**src/rtl/regfile_sb.sv**
```systemverilog
// Parametrised 2-read/1-write register file with a per-register busy scoreboard,
// same-cycle write-to-read bypass and a sticky unexpected-writeback flag.
module regfile_sb #(
  parameter int unsigned DATA_W   = 21,
  parameter int unsigned ADDR_W   = 3,
  parameter bit          ZERO_REG = 1'b0,
  parameter bit          BYPASS   = 1'b1
) (
  input  logic                     clk,
  input  logic                     rst,
  input  logic                     wr_en,
  input  logic [ADDR_W-1:0]        wr_addr,
  input  logic [DATA_W-1:0]        wr_data,
  input  logic [ADDR_W-1:0]        rd0_addr,
  output logic [DATA_W-1:0]        rd0_data,
  output logic                     rd0_busy,
  input  logic [ADDR_W-1:0]        rd1_addr,
  output logic [DATA_W-1:0]        rd1_data,
  output logic                     rd1_busy,
  input  logic                     rsv_en,
  input  logic [ADDR_W-1:0]        rsv_addr,
  input  logic                     flush,
  output logic [(2**ADDR_W)-1:0]   busy,
  output logic                     wb_err
);

  localparam int unsigned DEPTH = 2**ADDR_W;

  logic [DATA_W-1:0] mem_q [DEPTH];
  logic [DATA_W-1:0] mem_d [DEPTH];
  logic [DEPTH-1:0]  busy_q, busy_d;
  logic              wb_err_q, wb_err_d;

  logic wr_ok, rsv_ok;
  logic rd0_zero, rd1_zero, rd0_fwd, rd1_fwd;

  // Register 0 swallows writes and reservations when it is hardwired to zero.
  assign wr_ok  = wr_en  && !(ZERO_REG && (wr_addr  == '0));
  assign rsv_ok = rsv_en && !(ZERO_REG && (rsv_addr == '0));

  always_comb begin
    mem_d    = mem_q;
    busy_d   = flush ? '0 : busy_q;
    wb_err_d = wb_err_q;
    if (wr_ok) begin
      mem_d[wr_addr]  = wr_data;
      busy_d[wr_addr] = 1'b0;
      if (!busy_q[wr_addr]) wb_err_d = 1'b1;
    end
    // Reservation is applied last so it beats both flush and a same-address writeback.
    if (rsv_ok) busy_d[rsv_addr] = 1'b1;
  end

  always_ff @(posedge clk or posedge rst) begin
    if (rst) begin
      for (int i = 0; i < DEPTH; i++) mem_q[i] <= '0;
      busy_q   <= '0;
      wb_err_q <= 1'b0;
    end else begin
      mem_q    <= mem_d;
      busy_q   <= busy_d;
      wb_err_q <= wb_err_d;
    end
  end

  assign rd0_zero = ZERO_REG && (rd0_addr == '0);
  assign rd1_zero = ZERO_REG && (rd1_addr == '0);
  assign rd0_fwd  = BYPASS && wr_en && (wr_addr == rd0_addr);
  assign rd1_fwd  = BYPASS && wr_en && (wr_addr == rd1_addr);

  // The zero register overrides the bypass path on both data and busy.
  assign rd0_data = rd0_zero ? '0 : (rd0_fwd ? wr_data : mem_q[rd0_addr]);
  assign rd1_data = rd1_zero ? '0 : (rd1_fwd ? wr_data : mem_q[rd1_addr]);
  assign rd0_busy = !rd0_zero && !rd0_fwd && busy_q[rd0_addr];
  assign rd1_busy = !rd1_zero && !rd1_fwd && busy_q[rd1_addr];

  assign busy   = busy_q;
  assign wb_err = wb_err_q;

endmodule

```
**config.mk**
```make
export PLATFORM = sky130hd
export DESIGN_NAME = regfile_sb
export DESIGN_NICKNAME = d
export VERILOG_FILES = /design/src/rtl/regfile_sb.sv
export SDC_FILE = /design/constraint.sdc
export NUM_CORES = 1
export LEC_CHECK = 0
export ABC_AREA = 1
export BUFFER_PORTS_ARGS = -buffer_cell sky130_fd_sc_hd__clkbuf_2
export CORE_MARGIN = 2
export CORE_UTILIZATION = 55
export DETAILED_ROUTE_END_ITERATION = 10
export GPL_ROUTABILITY_DRIVEN = 1
export PLACE_DENSITY_LB_ADDON = 0.12
export REMOVE_ABC_BUFFERS = 1
export SLEW_MARGIN = 20
export SYNTH_ARGS = -nofsm -noshare
export SYNTH_HDL_FRONTEND = slang
export SYNTH_SLANG_ARGS = --single-unit
```
**constraint.sdc**
```tcl
create_clock -name clk -period 9.5 [get_ports clk]
set_clock_uncertainty 0.1 [all_clocks]
set_input_delay 0.95 -clock clk [delete_from_list [all_inputs] [get_ports clk]]
set_output_delay 0.95 -clock clk [all_outputs]
set_load 0.01 [all_outputs]
```
After elaboration in Yosys (flattened, before gate mapping)
Index checks and enable logic that the tools add are counted.
Storage, ports and cells
  logic and storage cells: 63
  register bits: 177
  bits of input ports: 38
  output and inout bits: 53
Operators by class
  bitwise gates (word level): 7
  reduce and logical (&&, ||, !) cells: 10
  eq/ne operators: 2
  muxes and demuxes: 24
  $lt $le $gt $ge: 10
Operators with widths (count)
  $bwmux 168: 1
  $mux 21: 7
  $bmux 21 s3: 2
  $demux 21 s3: 1
  $mux 8: 3
  $lt 3x4->1 const B: 4
  $ge 4x4->1 const B: 3
  $not 3->4: 3
  $bmux 1 s3: 3
  $and 8x8->8: 1
  $not 8->8: 1
  $or 8x8->8: 1
  $logic_and 1x1->1: 7
  $demux 1 s3: 2
  $eq 3x3->1: 2
  $ge 3x1->1 const B: 2
  $mux 1: 5
  $lt 4x1->1 const B: 1
  $logic_not 1->1: 2
  $reduce_and 2->1: 1
  $not 1->1: 1

Logic depth before layout (Yosys ltp)
Gate-level depths: netlist (run 1).
  depth in word-level cells: 9
  gate-level depth with buffers: 10
  depth with buffers taken out: 8

Worst setup path before layout (run 1)
No wires, ideal clock.
  kind: in2out
  start point: input port rd0_addr[0]
  end point: output port rd0_busy
  path slack: 6.556 ns
  arrival: 1.894 ns
  path buffers: 3
  data required time: 8.450 ns
  cell stages on the path: 9
  cells stage by stage: buf_2 inv_2 buf_4 buf_2 nand2_1 nand3_1 nand3_1 nand2_1 nor2_1
Between the ends
  word-level cells in the longest chain between the ends: 4
  elaborated cells between the ends (all ways): 6
  those cells by class: eq/ne: 1; mux: 2; reduce/logical: 3
Ends and longest elaborated chain
  from (decl): line 14  | input logic [ADDR_W-1:0] rd0_addr,
  parallel branches: the longest is 3 deep, another holds $bmux 1 s3
  $logic_and 1x1->1 *: line 74  | assign rd0_busy = !rd0_zero && !rd0_fwd && busy_q[rd0_addr];
  to (decl): line 16  | output logic rd0_busy,
Every way passes the cells marked *. The select of a mux whose other input is x is not followed.

Final worst setup path (run 1)
  start point: input port rd0_addr[1]
  end point: output port rd0_data[19]
Between the ends
  word-level cells in the longest chain between the ends: 5
  elaborated cells between the ends (all ways): 7
  those cells by class: eq/ne: 1; mux: 4; bitwise: 1; reduce/logical: 1
Ends and longest elaborated chain
  $not 3->4 (implied by the code): line 72  | assign rd0_data = rd0_zero ? '0 : (rd0_fwd ? wr_data : mem_q[rd0_addr]);
  $bmux 21 s3: line 72
  $mux 21 (implied by the code) (2 in series): line 72
  $mux 21 *: line 72
  to (decl): line 15  | output logic [DATA_W-1:0] rd0_data,
Mark *: on every way between the ends. The rest lies on a longest branch, timed or not. The select of a mux whose other input is x is not followed.

==> results of run 1 <==
==> routing by layer <==
metal / vias to the layer above / GRT usage (%) / part of all wire (%)
met5: - / 0 / 0
met4: 0 / 10.07 / 2.4
met3: 59 / 4.735 / 8.1
met2: 527 / 53.13 / 46
met1: 4926 / 45.41 / 44
li1: 5207 / - / -
==> worst min-delay path, cell delays in order, from the launching register on <==
cell and delay (ns):
dfrtp_1 0.35, inv_1 0.05, nand2_1 0.05
==> cells in the mapped netlist (all sizes together) <==
master / number / area (sq um)
dfrtp: 177 / 4429
nand2: 638 / 2422
inv: 211 / 797.0
o211ai: 2 / 15.01
nand3: 308 / 1541
buf: 56 / 336.6
o21ai: 184 / 992.2
clkbuf: 49 / 183.9
nor3: 1 / 16.27
nor2: 23 / 118.9
o22ai: 1 / 12.51
clkinv: 2 / 8.750
==> final cells by class <==
class / count / area, sq um / share of cell area, %
timing repair buffer: 106 / 578.1 / 4.871
multi-input combinational: 1157 / 5124 / 43.17
inverter: 213 / 810.8 / 6.832
tap: 265 / 331.6 / 2.794
sequential: 177 / 4429 / 37.32
clock buffer: 24 / 491.7 / 4.143
clock inverter: 5 / 102.6 / 0.8645
==> report_power, final <==
part | total (mW) | leakage, nW | switching [mW] | internal [mW]
logic | 0.573 | 3.93 | 0.375 | 0.198
registers | 0.960 | 2.22 | 0.0689 | 0.891
clock network | 0.731 | 0.288 | 0.293 | 0.438
total | 2.26 | 6.44 | 0.737 | 1.53
==> final timing paths <==
kind | endpoint | slack, ns | cells past startpoint | start
min reg2reg | wb_err | 0.37 | 2 | wb_err
max reg2reg | wb_err | 8.40 | 7 | busy[6]
max | rd0_data[19] | 4.47 | 11 | rd0_addr[1]
max in group asynchronous | mem_q[0] | 6.82 | 4 | rst
min | wb_err | 0.37 | 2 | wb_err
min in group asynchronous | mem_q[118] | 0.45 | 2 | rst
==> flip-flops by register name, indices dropped and copies added, names as in the netlist <==
name / cells
busy: 8
mem_q: 168
wb_err: 1
==> per-stage QoR <==
step           area, sq um  cells  setup slack [ns]
6_report             11870   1947             4.467
5_1_grt              11870   1947             4.341
4_1_cts              11850   1946             4.599
3_5_place_dp         11260   1917             4.648
3_3_place_gp         11260   1917             4.666
2_1_floorplan        10350   1547             3.648
==> cells by family after synthesis <==
kind of cell           Yosys count  synth area share (%)
buffers and inverters          318                 12.20
DFF                            177                 40.73
and+or+nand+nor                970                 37.69
AOI/OAI and AO/OA              187                 9.377
==> impl_summary.md, run 1 <==
Run status
The run finished with clean final reports.

Clocking
The clock tree root driver cell is clkbuf_16. The number of gates resized after CTS was 0. The clock input transition at the sequential cells of the worst setup and hold paths is 0.07 ns.

The number of buffers inserted by post-CTS setup repair is 0. The TritonCTS buffer count is 17. The maximum buffer depth of the clock tree is 2. The number of buffers added to fix hold violations after cts is 0. The TritonCTS clock tree is built.

The H-tree was split into 4 levels. The later pin in the worst-skew pair is clocked with a latency of 0.43 ns. The clock sink count is 177.

STA
The count of endpoints failing hold in the final timing report is 0. The number of pins exceeding their max-slew limit in the final report was 0. The final worst hold slack is 0.3741 ns. Setup repair after global routing left no endpoint under its margin. The maximum clock rate is roughly 0.20 GHz.

Dividing the final minimum period by the clock period gives 52.97%. For the pin with the worst max-slew slack, the measured transition is 1.037 ns. The summed negative setup slack over all endpoints is 0 ns. The count of final setup violators is 0. The max-slew headroom at the worst pin is 30.89%. The final period demand of the worst path is slightly above 5 ns.

Worst setup path
The setup path with the least slack is of type primary input to output port. The worst setup path is captured at an output port. For this run, the slowest stage of the critical path takes between 0.6 and 0.7 ns. The cell type group with the largest total delay on the critical path is buffers and inverters. STA classifies the critical path startpoint as a primary input. The required time of the worst setup path is ~8.5 ns. The library cell contributing the largest single delay on the critical path is inv_2. In this run the worst path has a maximum fanout of 46. The critical path goes through clkbuf_2 > buf_4 > inv_2 > nand2_1 > nand2_1 > nor2_1 > nand2_2 > inv_2 > nand2_1 > nand2_1 > clkbuf_2. The critical path contains buffers and inverters numbering 5 combined.

Data arrives at the worst endpoint at around 4.0 ns. The cell repeated most along the worst path is nand2_1.

Finish
The library cell used most frequently in the layout, excluding fill and tap cells, is nand2_1. 0 antenna diodes ended up in the layout. The fraction of final layout cells sized beyond drive strength 1 is 10.46%. The number of nets in the finished design is around 1700. The top cell types in the final layout, fill and taps aside, are nand2_1, nand3_1, inv_1.

Fill cells in the final layout number 1834. The utilization after layout is 60.98%. Compared with the post-synthesis result, the final layout area differs by 9.136%.

Yosys
The synthesized area per cell is 6.582 sq um. The netlist uses 24 different library cells. The area of the mapped netlist is 10870 sq um. Synthesis inferred 177 register bits.

For this run, the register share of the synthesized area comes to 40.73%. The yosys synthesis warning count is 0. Counting every instance in the synthesized netlist gives 1652.

Run
Across the run, the number of max-cap violations was 0.

Floorplanning
In this run the standard cell core region covers 19460 sq um. The die is 144.6 um wide. The die covers 20910 sq um. Measured along the y axis, the die boundary spans approximately 140 um. The row count is 51.

91 I/O pins were placed. For this configuration, the core starts out at a cell density of approximately 56%.

Global routing
For this run, the total global-route usage over all layers was measured as 32.68%. The number of antenna violations at the first check in global routing is 0. The first global-routing pass estimated 52.79 mm of wire.

Global routing finished with a remaining overflow of 0. Entering global routing, the biggest net connects 88 pins. The number of global-route vias before repair was 9994.

Place
The global placer's final weighted congestion is 0.8401. Detailed placement ended at an HPWL of between 15 and 20 mm. The number of port buffers is 90.

Power
The power after layout is around 2.3 mW. For this design the ratio of total power to cell area is about 190 nW/um^2. VDD sags by at most around 0.14 mV. The analysis attributes to cell leakage a power of 6.444 nW.

Routing
The detailed router finished its first iteration with ~1100 violations. After detailed routing, the average wire length per cell comes to 16.77 um. The remaining design rule violation count is 0. The count of antenna-violating nets left after detailed routing is 0. The final route contains 10719 vias. For this block, the routed nets add up to about 33 mm of wire. The average vias per placed instance is about 5.5. The first-pass detailed-route iteration total is 6.

Worst hold path
The kind of path behind the tightest hold check is flop to flop.
Power figures use the tool's default switching activity.
==> inputs of run 2 (changes only) <==
clock period = 4.2 ns   (was 9.5 ns; I/O delays follow)
==> impl_summary.md, run 2 (synthesized netlist as in run 1, its figures left out) <==
Floorplanning
The starting density of the core is 55.87% (unchanged). The top-level I/O count is 91 (unchanged). The area inside the core boundary came to 19460 sq um (unchanged).

The die span in y was 144.6 um (unchanged). The row count came to 51 (unchanged). The area enclosed by the die boundary is 20910 sq um (unchanged).

The floorplan die width is 144.6 um (unchanged).

STA
The number of pins exceeding their max-slew limit in the final report is 0 (unchanged). The smallest setup slack after layout is 1.114 ns (was 4.467 ns). The count of endpoints failing hold in the final timing report came to 0 (unchanged).

Of the available clock period, the critical path in the final layout requires 73.48%. Subtracting the final worst setup slack from the clock period gives 3.086 ns. The count of final setup violators is 0 (unchanged). Unrepaired setup endpoints after global routing: no (unchanged). The final worst hold slack was 0.06820 ns (was 0.3741 ns). Static timing analysis puts the maximum clock frequency at 0.3240 GHz. The transition time at the pin with the least slew margin is 1.068 ns (was 1.037 ns).

The max-slew headroom at the worst pin is 28.72% (was 30.89%).

Global routing
The pin count of the biggest net entering global routing is 96 (was 88). The residual overflow from global routing is 0 (unchanged). The number of global-route vias before repair is 10108 (was 9994).

The first-pass GRT wire length is 53.06 mm (was 52.79 mm). The number of antenna violations at the first check in global routing came to 1 (was 0). The total routing usage reported by global routing is 33.41% (was 32.68%).

Finish
The most flop-heavy register is mem_q (unchanged). The utilization after layout is 61.35% (was 60.98%). The number of flip-flops in the largest register is 168 (unchanged). Top library cells by usage in the layout, fill and taps aside: nand2_1, nand3_1, inv_1 (unchanged). The growth of design area from synthesis to finish is 9.803% (was 9.136%). The number of nets in the finished design is 1718 (was 1710). The most common library cell in the layout ignoring fill and taps is nand2_1 (unchanged). The count of filler cells inserted in the layout came to 1813 (was 1834).

The fraction of final layout cells sized beyond drive strength 1 was 11.05% (was 10.46%).

Routing
The post-detailed-routing wire length is 33.51 mm (was 32.66 mm). The count of antenna-violating nets left after detailed routing is 0 (unchanged). The first-pass detailed-route iteration total is 7 (was 6). The via total after detailed routing is 10862 (was 10719). The final routed wire length divided by cell count is 17.11 um (was 16.77 um). The remaining design rule violation count came to 0 (unchanged). The DRC violation total after the first TritonRoute iteration is 1070 (was 1122). The average vias per placed instance is 5.545 (was 5.505).

Clocking
The clock sink count is 177 (unchanged). The maximum buffer depth of the clock tree is 2 (unchanged). The number of buffers inserted by post-CTS setup repair was 0 (unchanged). The clock tree root driver cell is clkbuf_16 (unchanged). The TritonCTS clock tree was built (unchanged).

The clock latency of the later-clocked register in the worst-skew pair is 0.43 ns (about the same). The count of cells resized by post-cts repair is 0 (unchanged). The clock input transition at the sequential cells of the worst setup and hold paths is 0.06 ns (was 0.07 ns). The number of buffers added to fix hold violations after cts was 0 (unchanged).

The maximum level of the CTS H-tree is 4 (unchanged). The TritonCTS buffer count came to 17 (unchanged).

Place
The post-place setup slack is 1.164 ns (was 4.648 ns). The number of port buffers is 90 (unchanged). The half-perimeter wire length after detailed placement is 19.17 mm (was 18.36 mm). The global placer's final weighted congestion is 0.8391 (was 0.8401).

Worst setup path
The critical path start-end classification is primary input to output port (unchanged). The startpoint type of the worst setup path is a primary input (unchanged). The required time of the worst setup path was 3.68 ns (was 8.45 ns). The arrival time of data at the critical path endpoint is 2.57 ns (was 3.98 ns).

The endpoint class of the critical path is an output port (unchanged). The launch point of the worst path is rd1_addr[2] (was rd0_addr[1]). The startpoint of the lowest-slack register-to-register path is busy[6] (unchanged). The biggest fanout along the worst timing path was 24 (was 46).

Power
The power density over the cells came to 432.5 nW/um^2 (was 190.8 nW/um^2). The power after layout is 5.164 mW (was 2.264 mW). The cell leakage power is 6.492 nW (was 6.444 nW). The largest voltage drop on the vdd net came to 0.2869 mV (was 0.1405 mV).

Run
The number of violations of the max-capacitance limit was 0 (unchanged).

Worst hold path
The kind of path behind the tightest hold check is primary input to async pin (was flop to flop).

Run status
Status: completed (unchanged).
## run 2: power breakdown
part	switching, mW	total, mW	internal (mW)
sequential	0.153	2.17	2.02
clock	0.682	1.69	1.01
combinational	0.852	1.30	0.453
## run 2: cell type report
type                            instances  area [sq um]  share of cell area (%)
Antenna cell                            1         2.502                 0.02096
Inverter                              213         810.8                   6.790
Tap cell                              265         331.6                   2.777
Clock buffer                           21         450.4                   3.772
Sequential cell                       177          4429                   37.10
Clock inverter                         11         161.4                   1.352
Multi-Input combinational cell       1157          5124                   42.91
Timing Repair Buffer                  114         630.6                   5.281
## run 2: critical path, cell delays in order
cell      delay [ns]
clkbuf_2        0.46
inv_1           0.21
nand2_1         0.07
nand2_1         0.10
nor2_4          0.04
nand2_4         0.32
clkinv_2        0.53
nand2_1         0.20
nand2_1         0.07
clkbuf_2        0.12
## run 2: per-layer routing
metal / part of all wire [%] / up-vias / wire, um / global-route usage [%]
met5: 0 / - / 0 / 0
met4: 3.7 / 0 / 1248 / 15.38
met3: 9.6 / 99 / 3225 / 5.728
met2: 46 / 536 / 15450 / 54.30
met1: 41 / 4989 / 13590 / 43.77
li1: - / 5238 / - / -
## run 2: final timing paths
kind | to | slack [ns] | cells past startpoint
max | rd1_data[9] | 1.11 | 10
min | mem_q[34] | 0.07 | 2
max reg2reg | wb_err | 3.05 | 7
min reg2reg | wb_err | 0.37 | 2
max in group asynchronous | mem_q[63] | 2.91 | 3
min in group clk | busy[0] | 0.11 | 2
## run 2: metrics by stage
step                std cells  cell area [sq um]  TNS [ns]
CTS                      1958              11940         0
floorplan                1547              10350   -198.58
finish                   1959              11940         0
global placement         1926              11330         0
detailed placement       1926              11330         0
global route             1959              11940         0
